$ cat config.mk
export PLATFORM = sky130hd
export DESIGN_NAME = conv_pass_sched
export DESIGN_NICKNAME = d
export VERILOG_FILES = /design/src/rtl/conv_pass_sched.sv
export SDC_FILE = /design/constraint.sdc
export NUM_CORES = 1
export LEC_CHECK = 0
export BUFFER_PORTS_ARGS = -buffer_cell sky130_fd_sc_hd__buf_4
export CORE_MARGIN = 2
export CORE_UTILIZATION = 53
export CTS_CLUSTER_DIAMETER = 40
export DETAILED_ROUTE_END_ITERATION = 16
export PLACE_DENSITY = 0.87
export SYNTH_ARGS = -nofsm -noshare
export SYNTH_HDL_FRONTEND = slang
export SYNTH_SLANG_ARGS = --single-unit
$ cat constraint.sdc
create_clock -name clk -period 1.99 [get_ports clk]
set_clock_uncertainty 0.2 [all_clocks]
set_input_delay 0.2985 -clock clk [delete_from_list [all_inputs] [get_ports clk]]
set_output_delay 0.2985 -clock clk [all_outputs]
set_load 0.005 [all_outputs]
$ cat src/rtl/conv_pass_sched.sv
// -----------------------------------------------------------------------------
// conv_pass_sched
//
// Pass scheduler for one convolution layer. The layer's output channels are
// split into NUM_PASSES = ceil(CONV_OUT_CH / OC_PER_PASS) passes. For every
// pass the block runs this sequence:
//   1. requests a weight-buffer load,
//   2. pulses a clear to the conv iterator,
//   3. enables the conv controller until it reports finish,
//   4. waits PIPE_LAT cycles for the accumulator pipeline to drain,
//   5. requests an output store.
// After the last store the block pulses done and returns to idle.
//
// Ports
//   clk       in   system clock, rising edge
//   reset     in   asynchronous, active-low reset
//   start     in   layer start, only looked at while idle
//   abort     in   synchronous abort, returns to idle from any state
//   ld_ack    in   weight load for the current pass is complete
//   finish    in   conv controller finished the current pass
//   st_ack    in   output store for the current pass is complete
//   ld_req    out  weight load request (level, held until ld_ack)
//   st_req    out  output store request (level, held until st_ack)
//   conv_clr  out  one-cycle clear pulse to the conv iterator before each pass
//   en_ctrl   out  conv controller enable (level)
//   pass_idx  out  current pass index, 0..NUM_PASSES-1
//   busy      out  high in every state except idle
//   done      out  one-cycle pulse when the layer is complete
//
// Every output is a registered Moore output. Each one is decoded from the
// next state and stored in a flop, so it changes exactly on the clock edge
// where the state changes.
// -----------------------------------------------------------------------------
module conv_pass_sched #(
    parameter int CONV_OUT_CH = 32,
    parameter int OC_PER_PASS = 8,
    parameter int PIPE_LAT    = 3
) (
    input  logic       clk,
    input  logic       reset,
    input  logic       start,
    input  logic       abort,
    input  logic       ld_ack,
    input  logic       finish,
    input  logic       st_ack,
    output logic       ld_req,
    output logic       st_req,
    output logic       conv_clr,
    output logic       en_ctrl,
    output logic [7:0] pass_idx,
    output logic       busy,
    output logic       done
);

    localparam int         NUM_PASSES = (CONV_OUT_CH + OC_PER_PASS - 1) / OC_PER_PASS;
    localparam logic [7:0] LAST_PASS  = 8'(NUM_PASSES - 1);
    localparam logic [3:0] DRAIN_INIT = 4'(PIPE_LAT);

    // Reject parameter sets the 8-bit pass index or 4-bit drain counter
    // cannot represent. This check runs at elaboration only.
    if (NUM_PASSES < 1 || NUM_PASSES > 255) begin : g_bad_num_passes
        $error("conv_pass_sched: NUM_PASSES must be in 1..255");
    end
    if (PIPE_LAT < 0 || PIPE_LAT > 15) begin : g_bad_pipe_lat
        $error("conv_pass_sched: PIPE_LAT must be in 0..15");
    end

    typedef enum logic [2:0] {
        S_IDLE,
        S_LOAD,
        S_CLR,
        S_RUN,
        S_DRAIN,
        S_STORE,
        S_DONE
    } state_t;

    state_t     state_q,     state_d;
    logic [3:0] drain_cnt_q, drain_cnt_d;
    logic [7:0] pass_idx_q,  pass_idx_d;

    logic ld_req_q,   ld_req_d;
    logic st_req_q,   st_req_d;
    logic conv_clr_q, conv_clr_d;
    logic en_ctrl_q,  en_ctrl_d;
    logic busy_q,     busy_d;
    logic done_q,     done_d;

    // -------------------------------------------------------------------------
    // Next-state logic
    // -------------------------------------------------------------------------
    always_comb begin
        state_d     = state_q;
        drain_cnt_d = drain_cnt_q;
        pass_idx_d  = pass_idx_q;

        if (abort) begin
            // Abort wins over every other transition, including start.
            state_d     = S_IDLE;
            pass_idx_d  = 8'd0;
            drain_cnt_d = 4'd0;
        end else begin
            case (state_q)
                S_IDLE: begin
                    if (start) begin
                        state_d    = S_LOAD;
                        pass_idx_d = 8'd0;
                    end
                end
                S_LOAD: begin
                    if (ld_ack) begin
                        state_d = S_CLR;
                    end
                end
                S_CLR: begin
                    state_d = S_RUN;
                end
                S_RUN: begin
                    if (finish) begin
                        // With no pipeline latency there is nothing to drain.
                        if (PIPE_LAT == 0) begin
                            state_d = S_STORE;
                        end else begin
                            state_d     = S_DRAIN;
                            drain_cnt_d = DRAIN_INIT;
                        end
                    end
                end
                S_DRAIN: begin
                    // Leaving at a count of 1 keeps the drain to exactly PIPE_LAT
                    // cycles. The <= also catches a count of 0, so the FSM can
                    // never get stuck here.
                    if (drain_cnt_q <= 4'd1) begin
                        state_d     = S_STORE;
                        drain_cnt_d = 4'd0;
                    end else begin
                        drain_cnt_d = drain_cnt_q - 4'd1;
                    end
                end
                S_STORE: begin
                    if (st_ack) begin
                        // The index stops at LAST_PASS and never wraps.
                        if (pass_idx_q >= LAST_PASS) begin
                            state_d = S_DONE;
                        end else begin
                            state_d    = S_LOAD;
                            pass_idx_d = pass_idx_q + 8'd1;
                        end
                    end
                end
                S_DONE: begin
                    state_d = S_IDLE;
                end
                default: begin
                    state_d    = S_IDLE;
                    pass_idx_d = 8'd0;
                end
            endcase
        end
    end

    // -------------------------------------------------------------------------
    // Moore outputs, decoded from the next state so they can be registered
    // -------------------------------------------------------------------------
    always_comb begin
        ld_req_d   = (state_d == S_LOAD);
        st_req_d   = (state_d == S_STORE);
        conv_clr_d = (state_d == S_CLR);
        en_ctrl_d  = (state_d == S_RUN);
        busy_d     = (state_d != S_IDLE);
        done_d     = (state_d == S_DONE);
    end

    // -------------------------------------------------------------------------
    // State and output registers
    // -------------------------------------------------------------------------
    always_ff @(posedge clk or negedge reset) begin
        if (!reset) begin
            state_q     <= S_IDLE;
            drain_cnt_q <= 4'd0;
            pass_idx_q  <= 8'd0;
            ld_req_q    <= 1'b0;
            st_req_q    <= 1'b0;
            conv_clr_q  <= 1'b0;
            en_ctrl_q   <= 1'b0;
            busy_q      <= 1'b0;
            done_q      <= 1'b0;
        end else begin
            state_q     <= state_d;
            drain_cnt_q <= drain_cnt_d;
            pass_idx_q  <= pass_idx_d;
            ld_req_q    <= ld_req_d;
            st_req_q    <= st_req_d;
            conv_clr_q  <= conv_clr_d;
            en_ctrl_q   <= en_ctrl_d;
            busy_q      <= busy_d;
            done_q      <= done_d;
        end
    end

    assign ld_req   = ld_req_q;
    assign st_req   = st_req_q;
    assign conv_clr = conv_clr_q;
    assign en_ctrl  = en_ctrl_q;
    assign pass_idx = pass_idx_q;
    assign busy     = busy_q;
    assign done     = done_q;

endmodule

# --- After elaboration in Yosys (flattened, before gate mapping) ---
# Cells that the tools add are included.
totals:
  out_inout_bits: 14
  word_cells: 52
  input_bits: 7
  ff_bits: 21
op_classes:
  n_reduce_logical: 6
  mux: 17
  add_sub_neg: 2
  n_eq_ne: 16
  magnitude_cmp: 2
ops:
  columns: ["op", "count"]
  rows:
  - ["two-way mux 8 bit", 4]
  - ["case mux 8 bit (3 select lines)", 1]
  - ["two-way mux 3 bit", 7]
  - ["case mux 3 bit (6 select lines)", 1]
  - ["equality test 3 bit (second input constant)", 5]
  - ["equality test 3 x 2 -> 1 bit (second input constant)", 4]
  - ["two-way mux 4 bit", 3]
  - ["!= test 3 bit (second input constant)", 4]
  - ["adder 8 x 1 -> 8 bit (second input constant)", 1]
  - ["greater-or-equal comparator 8 x 2 -> 1 bit (second input constant)", 1]
  - ["case mux 4 bit (2 select lines)", 1]
  - ["equality test 3 x 1 -> 1 bit (second input constant)", 2]
  - ["nonzero test 3 bit", 2]
  - ["OR reduction 5 bit", 1]
  - ["<= comparator 4 x 1 -> 1 bit (second input constant)", 1]
  - ["AND reduction 4 bit", 1]
  - ["subtractor 4 x 1 -> 4 bit (second input constant)", 1]
  - ["logical NOT 3 bit", 1]
  - ["!= test 2 x 1 -> 1 bit (second input constant)", 1]
  - ["AND reduction 2 bit", 1]

# --- Depth between registers and ports, before layout ---
depth:
  ltp_word: 6
  mapped_depth: 6
  mapped_depth_nobuf: 6

# --- Least setup slack after synthesis ---
# No wires, ideal clock.
synth_path:
  path_type: "reg-to-reg"
  start: "reg drain_cnt_q[0]"
  end: "reg drain_cnt_q[3]"
  t_arrival_ns: 1.533
  setup_time_ns: 0.077
  n_path_buf: 0
  stages_incl_launch_ff: 7
  setup_slack_ns: 0.180
  period_less_slack_ns: 1.810
  required_ns: 1.713
  cell_sequence: "dfrtp_1 inv_1 ha_1 or2_2 nand2_1 or3b_2 a21oi_1"
synth_between:
  elab_chain_len: 4
  elab_cells_between_ends: 5
  classes_between: "add/sub (1); order compare (1); mux (3)"
synth_lines:
  columns: ["item", "line", "rtl"]
  rows:
  - ["start, declared", "79", "logic [3:0] drain_cnt_q, drain_cnt_d;"]
  - ["start signal, assigned", "190", "drain_cnt_q <= drain_cnt_d;"]
  - ["subtractor 4 x 1 -> 4 bit / <= comparator 4 x 1 -> 1 bit (equally long branches)", "137, 133", null]
  - ["two-way mux 4 bit *", "133", "if (drain_cnt_q <= 4'd1) begin"]
  - ["case mux 4 bit (2 select lines) *", "103", "case (state_q)"]
  - ["two-way mux 4 bit *", "97", "if (abort) begin"]
# Every way passes the cells marked *; elsewhere a longest branch is shown, timed or not.
# A chain may end at the register's enable or synchronous reset.

# --- Final worst setup path ---
# Ends and elaborated chain as after synthesis.

==> impl_metrics.csv <==
group,metric,value,unit
floorplanning,die_w,49.48,µm
route,first_pass_iters,4,
placed_design,post_dp_cell_area,1265,µm²
floorplanning,initial_core_util,55.87,%
cts,htreeDepth,1,
placed_design,port-buffer-count,20,
power_and_ir_drop,power_frac_seq,59.8,%
power_and_ir_drop,p_per_area,579.9,nW/µm²
global_routing,grt_pass1_vias,809,
route,vias,902,
cts,cts_buffers,3,
global_routing,grt_max_degree,22,
job,drv_cap,0,
placed_design,hpwlAfterDp,1642,µm
floorplanning,dieArea,2448,µm²
cts,clk_path_buf_depth,2,
synth,ys_seq_elements,21,
timing,worst_slew_pin_slew,0.5386,ns
layout,ff_latch_area,525.5,µm²
critical_path,crit_chain,"inv_1 -> ha_1 -> or2_2 -> nand2_1 -> or3b_2 -> a21oi_2",
timing,setup_viol,0,
global_routing,grt_antenna_before_repair,0,
layout,multi_input_area,529.3,µm²
timing,slew_violations,0,
run_status,status,"complete, no violations",
layout,antenna_cells,0,
timing,min_period_over_period,97.33,%
global_routing,grt_pass1_wl,3629,µm
global_routing,grt_usage,19.84,%
floorplanning,fp-row-count,16,
power_and_ir_drop,switchingPower,201.5,µW
layout,drive_above_1_share,32.06,%
layout,final_util,67.35,%
route,vias_per_cell,5.709,
timing,min_period,1.937,ns
floorplanning,die_h,49.48,µm
critical_path,cp-end-kind,"flop",
layout,final_net_count,142,
route,drt-wirelength-per-cell,14.35,µm
power_and_ir_drop,p_sw_share,26.30,%
critical_path,cp.arrival,1.98,ns
min_path,hp-class,"in -> reg",
critical_path,critPathTopFamily,"simple AND/OR/NAND/NOR gates",
critical_path,critPathRequiredTime,2.03,ns
critical_path,setup.worst_path.class,"reg -> reg",
critical_path,worstReg2RegEnd,"drain_cnt_q[3]",
route,drc_errors,0,
critical_path,crit_path_max_incr_delay,0.46,ns
synth,syn_area,1096,µm²
critical_path,reg2reg_slack,0.05,ns
cts,clock_latency,0.30,ns
critical_path,r2r_cells,6,
layout,syn_to_final_growth,20.55,%
power_and_ir_drop,internal_power,564.7,µW
cts,cts.sinks,21,
layout,final_cell_mix,"buf_4 (24), dfrtp_1 (21), nand2_1 (13)",
synth,synth.distinct_cells,38,
power_and_ir_drop,power.leakage,0.0006260,µW
route,wl,2267,µm
synth,synthCells,107,
critical_path,cp_max_fo,3,
placed_design,gp_congestion,0.8319,
floorplanning,coreArea,1962,µm²
cts,cts_root_buf,"clkbuf_4",
timing,slew-limit-headroom,64.09,%
synth,syn_nets,117,
floorplanning,io_pins,21,
global_routing,overflow,0,
cts,clk_pin_slew,0.11,ns
power_and_ir_drop,p_comb_share,13.7,%
cts,cts_tree,"yes",
synth,avgSynthCellArea,10.24,µm²
synth,synth.yosys.seq_area_share,47.95,%
power_and_ir_drop,pwr-share-clk,26.5,%
route,drt_iter0_markers,19,
timing,hold_violations,0,
critical_path,cp-endpoint,"drain_cnt_q[3]",
route,ant_nets,0,
layout,nFillCells,169,
critical_path,critical_path_depth,6,
synth,yosys_warnings,0,
layout,stdcell_area,1321,µm²
critical_path,r2r-start,"drain_cnt_q[0]",
layout,layout_commonest_cell,"buf_4",
power_and_ir_drop,worst_ir_drop_vdd,0.4150,mV
critical_path,cp_num_buf_inv,1,
critical_path,cp_slowest_cell,"or3b_2",
critical_path,startpoint,"drain_cnt_q[0]",
timing,fmax,516.3,MHz
critical_path,crit_path_start_kind,"flop",
sequential cells by signal, indices dropped and copies added (netlist names):
register / flops
drain_cnt_q: 4
pass_idx: 8
en_ctrl: 1
done: 1
ld_req: 1
state_q: 3
conv_clr: 1
st_req: 1
busy: 1
final cells by class:
class | count | area share, %
multi-input combinational | 77 | 40.06
timing repair buffer | 25 | 14.39
clock buffer | 3 | 1.705
sequential | 21 | 39.77
clock inverter | 1 | 0.3788
tap | 27 | 2.557
inverter | 4 | 1.136
how the worst min path moves through the flow:
stage | slack [ns] | endpoint | start | cells after the start
final | 0.04 | busy | start | 3
after detailed placement | -0.002 | pass_idx[4] | reset | 1
after global routing | 0.03 | drain_cnt_q[0] | abort | 2
after CTS | 0.03 | done | abort | 2
after global placement | -0.01 | pass_idx[5] | reset | 1
after floorplan | -0.20 | busy | reset | 0
Yosys cell counts:
library cell	count	area [µm²]
o41ai_4	1	27.53
dfrtp_1	21	525.5
nand3_1	2	10.01
nor2_1	7	26.28
nand4b_1	3	26.28
and2_1	5	31.28
and3b_1	1	8.760
ha_1	3	37.54
inv_1	4	15.01
a311oi_1	1	8.760
nand4_1	1	6.260
nand2b_1	2	12.51
a21boi_0	1	7.510
a21oi_1	8	40.04
and2_2	2	15.01
nand2_1	13	48.80
o21ai_0	2	10.01
nor4_4	1	21.27
o311ai_2	1	16.27
buf_6	1	11.26
o32ai_1	1	8.760
or3b_2	1	8.760
nand3b_1	1	7.510
clkbuf_1	1	3.750
nor3b_2	1	12.51
o221a_2	1	11.26
nor3_2	1	10.01
a21bo_2	1	10.01
nor2b_1	3	18.77
buf_2	3	15.01
nor4b_1	1	8.760
a21boi_1	1	7.510
nor3_1	3	15.01
or2_2	2	12.51
nor4_1	2	12.51
a31oi_1	1	6.260
a21oi_2	1	8.760
or3_1	2	12.51
metrics by stage:
| step | cells | worst slack (ns) | TNS, ns | total power [µW] | hold slack, ns |
|---|---|---|---|---|---|
| after floorplan | 107 | 0.1799 | 0 | 527.7 | -0.1971 |
| after global placement | 151 | 0.1602 | 0 | 562.6 | -0.009747 |
| after detailed placement | 151 | 0.06004 | 0 | 567.4 | -0.001813 |
| after CTS | 156 | 0.04592 | 0 | 771.1 | 0.02853 |
| after global routing | 158 | -0.04201 | -0.04201 | 808.9 | 0.02694 |
| final | 158 | 0.05323 | 0 | 766.2 | 0.03657 |
routing by layer:
metal  share of wire, %  global-route usage, %  routed length, µm
met1                 42                  26.20                957
met2                 51                  31.53               1148
met3                4.5                  1.818                102
met4                2.6                  12.50                 59
met5                  0                      0                  0
logic make-up (layout without fill, tap and decap cells):
kind of cell             count (synthesis)  in the layout  share of synthesized area [%]
AND/OR/NAND/NOR                         54             54                          29.68
flip-flops                              21             21                          47.94
AO/OA/AOI/OAI                           20             20                          14.84
buffers and inverters                    9             33                          4.108
adder cells (fa/ha/maj)                  3              3                          3.425
what timing repair did:
action	CTS	global route
resized for setup	0	1
hold buffers	1	0
endpoints found under the hold margin	21	0
endpoints found under the setup margin	0	1
setup buffers	0	2
worst min-delay path, stage by stage:
cell and delay (ns):
buf_4 0.09, nor4_1 0.04, nor2_1 0.08
power by group through the flow:
stage          Clock (µW)  Combinational, µW  Sequential, µW
2_1_floorplan           0               74.6             453
3_3_place_gp            0               98.1             464
3_5_place_dp            0                101             466
4_1_cts               210                103             458
5_1_grt               233                116             460
6_report              203                105             458
(Power assumes the default switching activity.)
